--- src/rtl/nibble_prog_loader.sv ---
// Nibble-serial program loader: takes length/data/checksum over valid/ready and writes the program RAM.
// Optional watchdog enabled by defining NIBBLE_LOADER_TIMEOUT_EN (parameter TIMEOUT_CYC).
module nibble_prog_loader #(
   parameter int                 ADDR_W     = 12,
   parameter logic [ADDR_W-1:0]  START_ADDR = '0
`ifdef NIBBLE_LOADER_TIMEOUT_EN
   ,parameter int                TIMEOUT_CYC = 1024
`endif
) (
   input  logic              clk,
   input  logic              reset,
   input  logic              load_req,
   input  logic              in_valid,
   input  logic [3:0]        in_nibble,
   output logic              in_ready,
   output logic              mem_we,
   output logic [ADDR_W-1:0] mem_addr,
   output logic [7:0]        mem_wdata,
   output logic              cpu_hold,
   output logic              busy,
   output logic              done,
   output logic              err
);

   localparam logic [3:0] S_IDLE = 4'd0;
   localparam logic [3:0] S_LEN0 = 4'd1;
   localparam logic [3:0] S_LEN1 = 4'd2;
   localparam logic [3:0] S_LEN2 = 4'd3;
   localparam logic [3:0] S_DHI  = 4'd4;
   localparam logic [3:0] S_DLO  = 4'd5;
   localparam logic [3:0] S_CS0  = 4'd6;
   localparam logic [3:0] S_CS1  = 4'd7;
   localparam logic [3:0] S_DONE = 4'd8;
   localparam logic [3:0] S_ERR  = 4'd9;

   logic [3:0]        state_q, state_d;
   logic [11:0]       len_q, len_d;
   logic [11:0]       cnt_q, cnt_d;
   logic [7:0]        csum_q, csum_d;
   logic [ADDR_W-1:0] addr_q, addr_d;
   logic [3:0]        hi_q, hi_d;
   logic              we_q, we_d;
   logic [ADDR_W-1:0] waddr_q, waddr_d;
   logic [7:0]        wdata_q, wdata_d;
   logic              active, accept, restart, timeout;
   logic [11:0]       len_new, cnt_inc;
   logic [7:0]        byte_new;

   assign active   = (state_q != S_IDLE) && (state_q != S_DONE) && (state_q != S_ERR);
   assign accept   = active && in_valid;
   assign restart  = !active && load_req;
   assign len_new  = {len_q[7:0], in_nibble};
   assign cnt_inc  = cnt_q + 12'd1;
   assign byte_new = {hi_q, in_nibble};

`ifdef NIBBLE_LOADER_TIMEOUT_EN
   localparam int WD_W = $clog2(TIMEOUT_CYC + 1);
   logic [WD_W-1:0] wd_q;

   // Counts busy cycles since the last accepted nibble; trips when it hits TIMEOUT_CYC.
   always_ff @(posedge clk or negedge reset) begin
      if (!reset)                       wd_q <= '0;
      else if (!active || accept)       wd_q <= '0;
      else if (!timeout)                wd_q <= wd_q + 1'b1;
   end
   assign timeout = active && !accept && (wd_q == WD_W'(TIMEOUT_CYC));
`else
   assign timeout = 1'b0;
`endif

   always_comb begin
      state_d = state_q;
      len_d   = len_q;
      cnt_d   = cnt_q;
      csum_d  = csum_q;
      addr_d  = addr_q;
      hi_d    = hi_q;
      we_d    = 1'b0;
      waddr_d = waddr_q;
      wdata_d = wdata_q;
      if (restart) begin
         state_d = S_LEN0;
         len_d   = '0;
         cnt_d   = '0;
         csum_d  = '0;
         addr_d  = START_ADDR;
      end else if (timeout) begin
         state_d = S_ERR;
      end else if (accept) begin
         case (state_q)
            S_LEN0: begin len_d = len_new; state_d = S_LEN1; end
            S_LEN1: begin len_d = len_new; state_d = S_LEN2; end
            S_LEN2: begin
               len_d   = len_new;
               state_d = (len_new == 12'd0) ? S_CS0 : S_DHI;
            end
            S_DHI: begin hi_d = in_nibble; state_d = S_DLO; end
            S_DLO: begin
               // RAM write is issued one cycle after the low nibble lands
               we_d    = 1'b1;
               waddr_d = addr_q;
               wdata_d = byte_new;
               addr_d  = addr_q + 1'b1;
               csum_d  = csum_q + byte_new;
               cnt_d   = cnt_inc;
               state_d = (cnt_inc == len_q) ? S_CS0 : S_DHI;
            end
            S_CS0: begin hi_d = in_nibble; state_d = S_CS1; end
            S_CS1: state_d = (byte_new == csum_q) ? S_DONE : S_ERR;
            default: state_d = S_IDLE;
         endcase
      end
   end

   always_ff @(posedge clk or negedge reset) begin
      if (!reset) begin
         state_q <= S_IDLE;
         len_q   <= '0;
         cnt_q   <= '0;
         csum_q  <= '0;
         addr_q  <= '0;
         hi_q    <= '0;
         we_q    <= 1'b0;
         waddr_q <= '0;
         wdata_q <= '0;
      end else begin
         state_q <= state_d;
         len_q   <= len_d;
         cnt_q   <= cnt_d;
         csum_q  <= csum_d;
         addr_q  <= addr_d;
         hi_q    <= hi_d;
         we_q    <= we_d;
         waddr_q <= waddr_d;
         wdata_q <= wdata_d;
      end
   end

   assign in_ready  = active;
   assign busy      = active;
   assign done      = (state_q == S_DONE);
   assign err       = (state_q == S_ERR);
   // A failed image keeps the uP in reset
   assign cpu_hold  = active || (state_q == S_ERR);
   assign mem_we    = we_q;
   assign mem_addr  = waddr_q;
   assign mem_wdata = wdata_q;

endmodule

--- config.mk ---
export PLATFORM = sky130hd
export DESIGN_NAME = nibble_prog_loader
export DESIGN_NICKNAME = d
export VERILOG_FILES = /design/src/rtl/nibble_prog_loader.sv
export SDC_FILE = /design/constraint.sdc
export NUM_CORES = 1
export LEC_CHECK = 0
export ABC_AREA = 1
export CORE_MARGIN = 2
export CORE_UTILIZATION = 48
export CTS_CLUSTER_DIAMETER = 40
export CTS_CLUSTER_SIZE = 12
export DETAILED_ROUTE_END_ITERATION = 8
export GPL_TIMING_DRIVEN = 0
export PLACE_DENSITY = 0.67
export SLEW_MARGIN = 5
export SYNTH_ARGS = -nofsm -noshare
export SYNTH_HDL_FRONTEND = slang
export SYNTH_SLANG_ARGS = --single-unit
--- constraint.sdc ---
create_clock -name clk -period 4.78 [get_ports clk]
set_input_delay 1.195 -clock clk [delete_from_list [all_inputs] [get_ports clk]]
set_output_delay 1.195 -clock clk [all_outputs]
set_load 0.02 [all_outputs]
**Word level (Yosys, flattened, before mapping)**

Cells that the tools add are included.

- Add/sub/neg operators: 3
- Equal/unequal tests: 13
- Mux-type cells: 21
- Bitwise operators: 1
- Reductions and logical operators: 17

Operator list:

| operator | number |
|---|---|
| 2-to-1 mux 12 bit | 9 |
| one-hot mux 4 bit (7 select lines) | 1 |
| adder 12 x 1 -> 12 bit (second input constant) | 2 |
| 2-to-1 mux 8 bit | 3 |
| == test 4 x 3 -> 1 bit (second input constant) | 4 |
| == test 12 bit | 1 |
| zero test 12 bit | 1 |
| adder 8 bit | 1 |
| == test 4 x 2 -> 1 bit (second input constant) | 2 |
| == test 4 bit (second input constant) | 2 |
| == test 8 bit | 1 |
| 2-to-1 mux 4 bit | 2 |
| != test 4 bit (second input constant) | 2 |
| AND reduction 3 bit | 2 |
| nonzero test 2 bit | 3 |
| == test 4 x 1 -> 1 bit (second input constant) | 1 |
| logical AND 1 bit | 4 |
| 2-to-1 mux 1 bit | 4 |
| 2-to-1 mux 2 bit | 2 |
| AND reduction 2 bit | 2 |
| nonzero test 4 bit | 1 |
| OR reduction 3 bit | 1 |
| OR reduction 2 bit | 1 |
| zero test 1 bit | 1 |
| 2 further kinds | 2 |

- Bits in registers: 73
- Bits of input ports: 8
- Output and inout bits: 26
- Word-level logic and storage cells: 64

**Logic depth before layout (Yosys ltp)**

Gate-level depths: netlist (run 1).

- Depth after elaboration: 7
- Mapped depth: 15
- Gate-level depth less buffers: 15

**Worst setup path after synthesis (run 1)**

Ideal clock, no wire load.

- Path kind: input -> register
- Start: input in_nibble[0]
- End: register csum_q[6]
- Setup time: 123 ps
- Data arrival time: 2420 ps
- Required time: 4657 ps
- Path slack: 2237 ps
- Stages on the path: 10
- Path buffers: 0
- Path through: ha_1 -> fa_1 -> a21oi_1 -> o21ai_0 -> nand2_1 -> nand2_1 -> nand2_1 -> nand2_1 -> o21ai_0 -> nand2_1

- Longest elaborated chain between the ends: 4

Ends and longest elaborated chain:

| item | line | RTL |
|---|---|---|
| from (decl) | 14 | `input logic [3:0] in_nibble,` |
| adder 8 bit | 104 | `csum_d = csum_q + byte_new;` |
| 2-to-1 mux 8 bit | 90 | `case (state_q)` |
| 2-to-1 mux 8 bit | 89 | `end else if (accept) begin` |
| 2-to-1 mux 8 bit | 81 | `if (restart) begin` |
| to (signal assigned) | 130 | `csum_q <= csum_d;` |
| to (decl) | 39 | `logic [7:0] csum_q, csum_d;` |

No other way between the ends. The select of a mux whose other input is x is not followed.
A chain may end at the register's enable or synchronous reset.

**Final worst setup path (run 1)**

- Start: register state_q[1]
- End: output err

- Longest elaborated chain between the ends: 1

Ends and longest elaborated chain:

| item | line | RTL |
|---|---|---|
| from (decl) | 36 | `logic [3:0] state_q, state_d;` |
| from (signal assigned) | 127 | `state_q <= state_d;` |
| == test 4 bit | 142 | `assign err = (state_q == S_ERR);` |
| to (decl) | 22 | `output logic err` |

No other way between the ends.

==> flow_summary.json, run 1 <==
{
  "ant_nets": 0,
  "grt_max_degree": 54,
  "reg2reg_to": "len_q[1]$_DFFE_PN0P_",
  "syn_area_per_cell_um2": 8.017,
  "relSlewSlack_pct": 58.84,
  "total_power_uw": 2253,
  "yosys.cell_types.count": 35,
  "drv_slew": 0,
  "timing.hold.ws_ps": 468.4,
  "layout_min_cycle_time_ps": 3053,
  "dp.cells": 605,
  "postCtsHoldBufs": 0,
  "p_leak_uw": 0.002158,
  "wl_per_cell_um": 14.81,
  "r2r_start": "state_q[1]$_DFFE_PN0P_",
  "die_h_um": 92.51,
  "status": "finished, final reports clean",
  "drive_above_1_share_pct": 7.900,
  "min_path_type": "flop to flop",
  "grt_setup_unrepaired": "false",
  "hpwl_um": 6499,
  "synth_nets": 488,
  "grt_usage_pct": 23.63,
  "drt_iter0_drc": 148,
  "peakVddDrop_mv": 0.3640,
  "coreArea_um2": 7647,
  "root_buffer": "clkbuf_8",
  "htree_levels": 3,
  "die_x_um": 92.51,
  "numClockSinks": 73,
  "multi_input_area_um2": 1649,
  "seq_area_frac_synth_pct": 48.59,
  "drc_errors": 0,
  "place_congestion": 0.9334,
  "grt_pass1_vias": 3274,
  "rows": 32,
  "dieArea_um2": 8557,
  "clock_latency_ps": 340,
  "path_class": "flop to output port",
  "worstMarginPinSlew_ps": 617.3,
  "mostFrequentLayoutCells": "nand2_1 (133), dfrtp_1 (73), inv_1 (59)",
  "fin_area_um2": 4487,
  "num_vias": 3297,
  "cts_setup_buffers": 0,
  "placed_area_um2": 4243,
  "syn_to_final_growth_pct": 19.33,
  "n_antenna_cell": 0,
  "cts-resized-gates": 0,
  "initial_core_util_pct": 49.17,
  "ys.flop_type": "dfrtp_1",
  "yosys_warnings": 0,
  "cts_tree": "yes",
  "hold_violations": 0,
  "clkTransAtPathRegs_ps": 80,
  "skew_ps": 10.83,
  "synth_edf_count": 0,
  "reg2regPathDepth": 7,
  "whs_path_depth": 1,
  "portBuffers": 33,
  "clk_path_buf_depth": 2,
  "synth_area_um2": 3760,
  "synth.ff_latch_count": 73,
  "hold_start": "addr_q[11]$_DFFE_PN0P_",
  "powerDensity_nw_per_um2": 502.1,
  "antenna_found_initial": 0,
  "num-nets-final": 533,
  "drt_first_pass_iters": 7,
  "vias_per_cell": 5.309,
  "final-seq-area_um2": 1827,
  "fin_cells": 621,
  "arrival_ps": 1860,
  "async_reset_ff_share_pct": 100.0,
  "maxCapViolations": 0,
  "required_ps": 3590,
  "cts-buffers-inserted": 9,
  "finalWirelength_um": 9194,
  "post-route-period-util_pct": 63.88,
  "end_kind": "output port",
  "setup_violations": 0,
  "fillCellCount": 701,
  "io_pins": 34,
  "start_kind": "flop",
  "worstPathMaxFanout": 7,
  "max_freq_mhz": 327.5,
  "synthCells": 469,
  "grt_pass1_wl_um": 15870,
  "final_common_cell": "nand2_1",
  "min_to": "addr_q[11]$_DFFE_PN0P_",
  "overflow": 0,
  "ff2ff_setup_slack_ps": 2750
}
-- Yosys cell counts (3+ instances only) --
cell      instances  area, µm²
o21ai_0          38      190.2
nand2_1         133      499.2
nor3_1            7      35.03
nand4_1           4      25.02
clkbuf_1          5      18.77
nor2_1           29      108.9
dfrtp_1          73       1827
nand2_2           4      25.02
xor2_1            4      35.03
nor2_2            5      31.28
nor4_1            4      25.02
buf_2             5      25.02
nand3_1          29      145.1
ha_1             10      125.1
a21oi_1          19      95.09
o22ai_1          18      112.6
inv_1            59      221.5
inv_2             3      11.26
-- worst max-delay path: stages, from the launching register on --
cell,delay [ps]
dfrtp_1,460
nor4_1,390
clkdlybuf4s50_1,680
-- kinds of logic after synthesis --
logic type / share of synthesized area (%)
AOI/OAI and AO/OA: 13.18
xor gates and xnor gates: 1.764
adders and majority gates: 3.860
buffers and inverters: 7.554
DFF: 48.59
and+or+nand+nor: 25.06
-- metrics by stage --
stage                     utilization [%]  setup slack [ps]  setup TNS (ps)
after detailed placement            55.48              1567               0
final                               58.67              1727               0
after floorplan                         -              2237               0
after global placement              55.15            -172.5          -12280
after CTS                           58.67              1712               0
after global routing                58.67              1586               0
-- layout make-up --
class                   instances  share of cell area, %
flip-flops and latches         73                  40.71
multi-input cells             323                  36.75
repair buffers                 34                  7.920
inverters                      62                  5.187
clock buffers                  11                  3.151
well taps                     102                  2.844
clock inverters                 5                  2.287
plain buffers                  11                  1.143
-- worst max path at each step --
stage,start,end,cells past startpoint
6_report,state_q[1]$_DFFE_PN0P_,err,2
4_1_cts,state_q[1]$_DFFE_PN0P_,err,2
3_5_place_dp,in_nibble[0],csum_q[6]$_DFFE_PN0P_,11
2_1_floorplan,in_nibble[0],csum_q[6]$_DFFE_PN0P_,10
5_1_grt,state_q[3]$_DFFE_PN0P_,err,3
3_3_place_gp,reset,mem_addr[11]$_DFFE_PN0P_,1
-- report_power, final --
part / total, µW / switching [µW] / leakage [µW] / internal (µW)
sequential: 869 / 116 / 0.000995 / 752
combinational: 788 / 480 / 0.00104 / 308
clock: 596 / 235 / 0.000120 / 361
-- metal layers --
layer / routed length, µm / up-vias / GRT usage [%] / share of wire, %
met5: 0 / - / 0 / 0
met4: 75 / 0 / 7.090 / 0.82
met3: 434 / 7 / 3.824 / 4.7
met2: 4243 / 86 / 36.80 / 46
met1: 4440 / 1581 / 34.17 / 48
li1: - / 1623 / - / -
-- state kept, by name (all words and copies together), names as in the netlist --
register   count
hi_q           4
csum_q         8
mem_wdata      8
cnt_q         12
addr_q        12
mem_addr      12
state_q        4
len_q         12
mem_we         1
(Power assumes the default switching activity.)
==> run 2, diff against run 1 <==
--- a/config.mk
+++ b/config.mk
@@ -12,7 +12,7 @@
 export CTS_CLUSTER_SIZE = 12
 export DETAILED_ROUTE_END_ITERATION = 8
 export GPL_TIMING_DRIVEN = 0
-export PLACE_DENSITY = 0.67
+export PLACE_DENSITY = 0.7
 export SLEW_MARGIN = 5
 export SYNTH_ARGS = -nofsm -noshare
 export SYNTH_HDL_FRONTEND = slang
==> constraint.sdc (replaced) <==
create_clock -name clk -period 2.8 [get_ports clk]
set_input_delay 0.7 -clock clk [delete_from_list [all_inputs] [get_ports clk]]
set_output_delay 0.7 -clock clk [all_outputs]
set_load 0.02 [all_outputs]
==> flow_summary.json, run 2 (synthesis gave the netlist of run 1 again) <==
{
  "crit_chain": "inv_1, nor4_1, clkdlybuf4s50_1",
  "postCtsHoldBufs": 0,
  "clk_path_buf_depth": 2,
  "clkTransAtPathRegs_ps": 80,
  "relSlewSlack_pct": 56.00,
  "grt_usage_pct": 22.69,
  "grt_pass1_vias": 3258,
  "clockPowerShare_pct": 24.4,
  "die_x_um": 92.51,
  "r2r_start": "state_q[1]$_DFFE_PN0P_",
  "wl_per_cell_um": 14.34,
  "seq_power_share_pct": 39.6,
  "grt_setup_unrepaired": "false",
  "htree_levels": 3,
  "path_class": "flop to output port",
  "num-nets-final": 533,
  "dieArea_um2": 8557,
  "peakVddDrop_mv": 0.4875,
  "comb_power_share_pct": 36.0,
  "final-seq-area_um2": 1827,
  "timing.hold.ws_ps": 183.5,
  "p_leak_uw": 0.002141,
  "min_path_type": "input pin to async pin",
  "switching_power_uw": 1411,
  "overflow": 0,
  "p_sw_share_pct": 37.90,
  "crit_path_start": "state_q[3]$_DFFE_PN0P_",
  "drt_iter0_drc": 208,
  "root_buffer": "clkbuf_8",
  "cts_setup_buffers": 0,
  "fillCellCount": 674,
  "hpwl_um": 6410,
  "grt_max_degree": 64,
  "io_pins": 34,
  "start_kind": "flop",
  "intPower_uw": 2312,
  "drv_slew": 0,
  "max_freq_mhz": 388.6,
  "mostFrequentLayoutCells": "nand2_1 (133), dfrtp_1 (73), inv_1 (59)",
  "maxCapViolations": 0,
  "critPathSlowestCell": "clkdlybuf4s50_1",
  "status": "finished, final reports clean",
  "layout_min_cycle_time_ps": 2573,
  "post-route-period-util_pct": 91.91,
  "fin_util_pct": 58.31,
  "coreArea_um2": 7647,
  "powerDensity_nw_per_um2": 835.0,
  "numClockSinks": 73,
  "syn_to_final_growth_pct": 18.60,
  "rows": 32,
  "drive_above_1_share_pct": 7.915,
  "crit_family": "buffers and inverters",
  "drc_errors": 0,
  "multi_input_area_um2": 1649,
  "required_ps": 2100,
  "arrival_ps": 1870,
  "grt_pass1_wl_um": 15180,
  "vias_per_cell": 5.297,
  "cts-resized-gates": 0,
  "fin_setup_tns_ps": 0,
  "setup_violations": 0,
  "end_kind": "output port",
  "setup_slack_ps": 226.6,
  "critPathBufInv": 2,
  "cts_tree": "yes",
  "finalWirelength_um": 8892,
  "cts-buffers-inserted": 9,
  "worstPathMaxFanout": 6,
  "die_h_um": 92.51,
  "ant_nets": 0,
  "worstMarginPinSlew_ps": 660.0,
  "antenna_found_initial": 0,
  "final_common_cell": "nand2_1",
  "cp_slowest_stage_delay_ps": 680,
  "n_antenna_cell": 0,
  "clock_latency_ps": 340,
  "place_congestion": 0.9081,
  "skew_ps": 5.754,
  "portBuffers": 33,
  "drt_first_pass_iters": 5,
  "hold_violations": 0,
  "initial_core_util_pct": 49.17,
  "num_vias": 3284,
  "pre_cts_ws_ps": 83.34
}
==> run 2: changes by cell type in the layout (fill, tap and decap cells not counted) <==
cell        previous run  this run
bufinv_16              3         2
clkbuf_1               6         5
clkbuf_8              10         9
clkinv_2               1         0
clkinv_4               0         1
clkinvlp_4             1         2
inv_6                  0         1
==> run 2: worst register-to-register path, stage by stage (launching register included) <==
cell and delay, ps:
dfrtp_1 450, nor2_1 190, o21ai_2 120, nor2_2 390
inv_1 300, nand2_1 150, buf_2 220, o22ai_1 100
==> run 2: per-layer routing <==
layer	global-route usage [%]	up-vias	share of wire, %
met2	36.44	90	47
met1	30.93	1546	47
met5	0	-	0
met4	7.463	0	1.2
met3	4.638	16	4.6
li1	-	1632	-
==> run 2: path summary, 6_finish.rpt <==
kind / to / slack, ps / depth (start not counted)
max: err / 230 / 3
min reg2reg: addr_q[11]$_DFFE_PN0P_ / 470 / 1
max in group asynchronous: addr_q[6]$_DFFE_PN0P_ / 2070 / 2
max reg2reg: len_q[6]$_DFFE_PN0P_ / 760 / 7
min in group clk: addr_q[11]$_DFFE_PN0P_ / 470 / 1
min: csum_q[0]$_DFFE_PN0P_ / 180 / 1
==> run 2: power groups by stage <==
| stage | Sequential [µW] | Combinational (µW) | Clock (µW) |
|---|---|---|---|
| final | 1470 | 1340 | 908 |
| after global routing | 1510 | 1510 | 978 |
| after CTS | 1470 | 1340 | 929 |
| after detailed placement | 1490 | 1340 | 0 |
| after global placement | 1490 | 1310 | 0 |
| after floorplan | 1530 | 810 | 0 |
==> run 2: stage by stage <==
stage / area, µm² / total power [µW] / std cells
floorplan: 3760 / 2345 / 469
global placement: 4218 / 2798 / 604
detailed placement: 4243 / 2828 / 605
CTS: 4459 / 3746 / 620
global route: 4459 / 3991 / 620
finish: 4459 / 3723 / 620
==> run 2: layout make-up <==
| class | instances | area share (%) |
|---|---|---|
| clock buffer | 9 | 2.778 |
| inverter | 62 | 5.219 |
| tap | 102 | 2.862 |
| multi-input combinational | 323 | 36.98 |
| sequential | 73 | 40.97 |
| timing repair buffer | 34 | 7.969 |
| clock inverter | 6 | 2.076 |
| buffer | 11 | 1.150 |
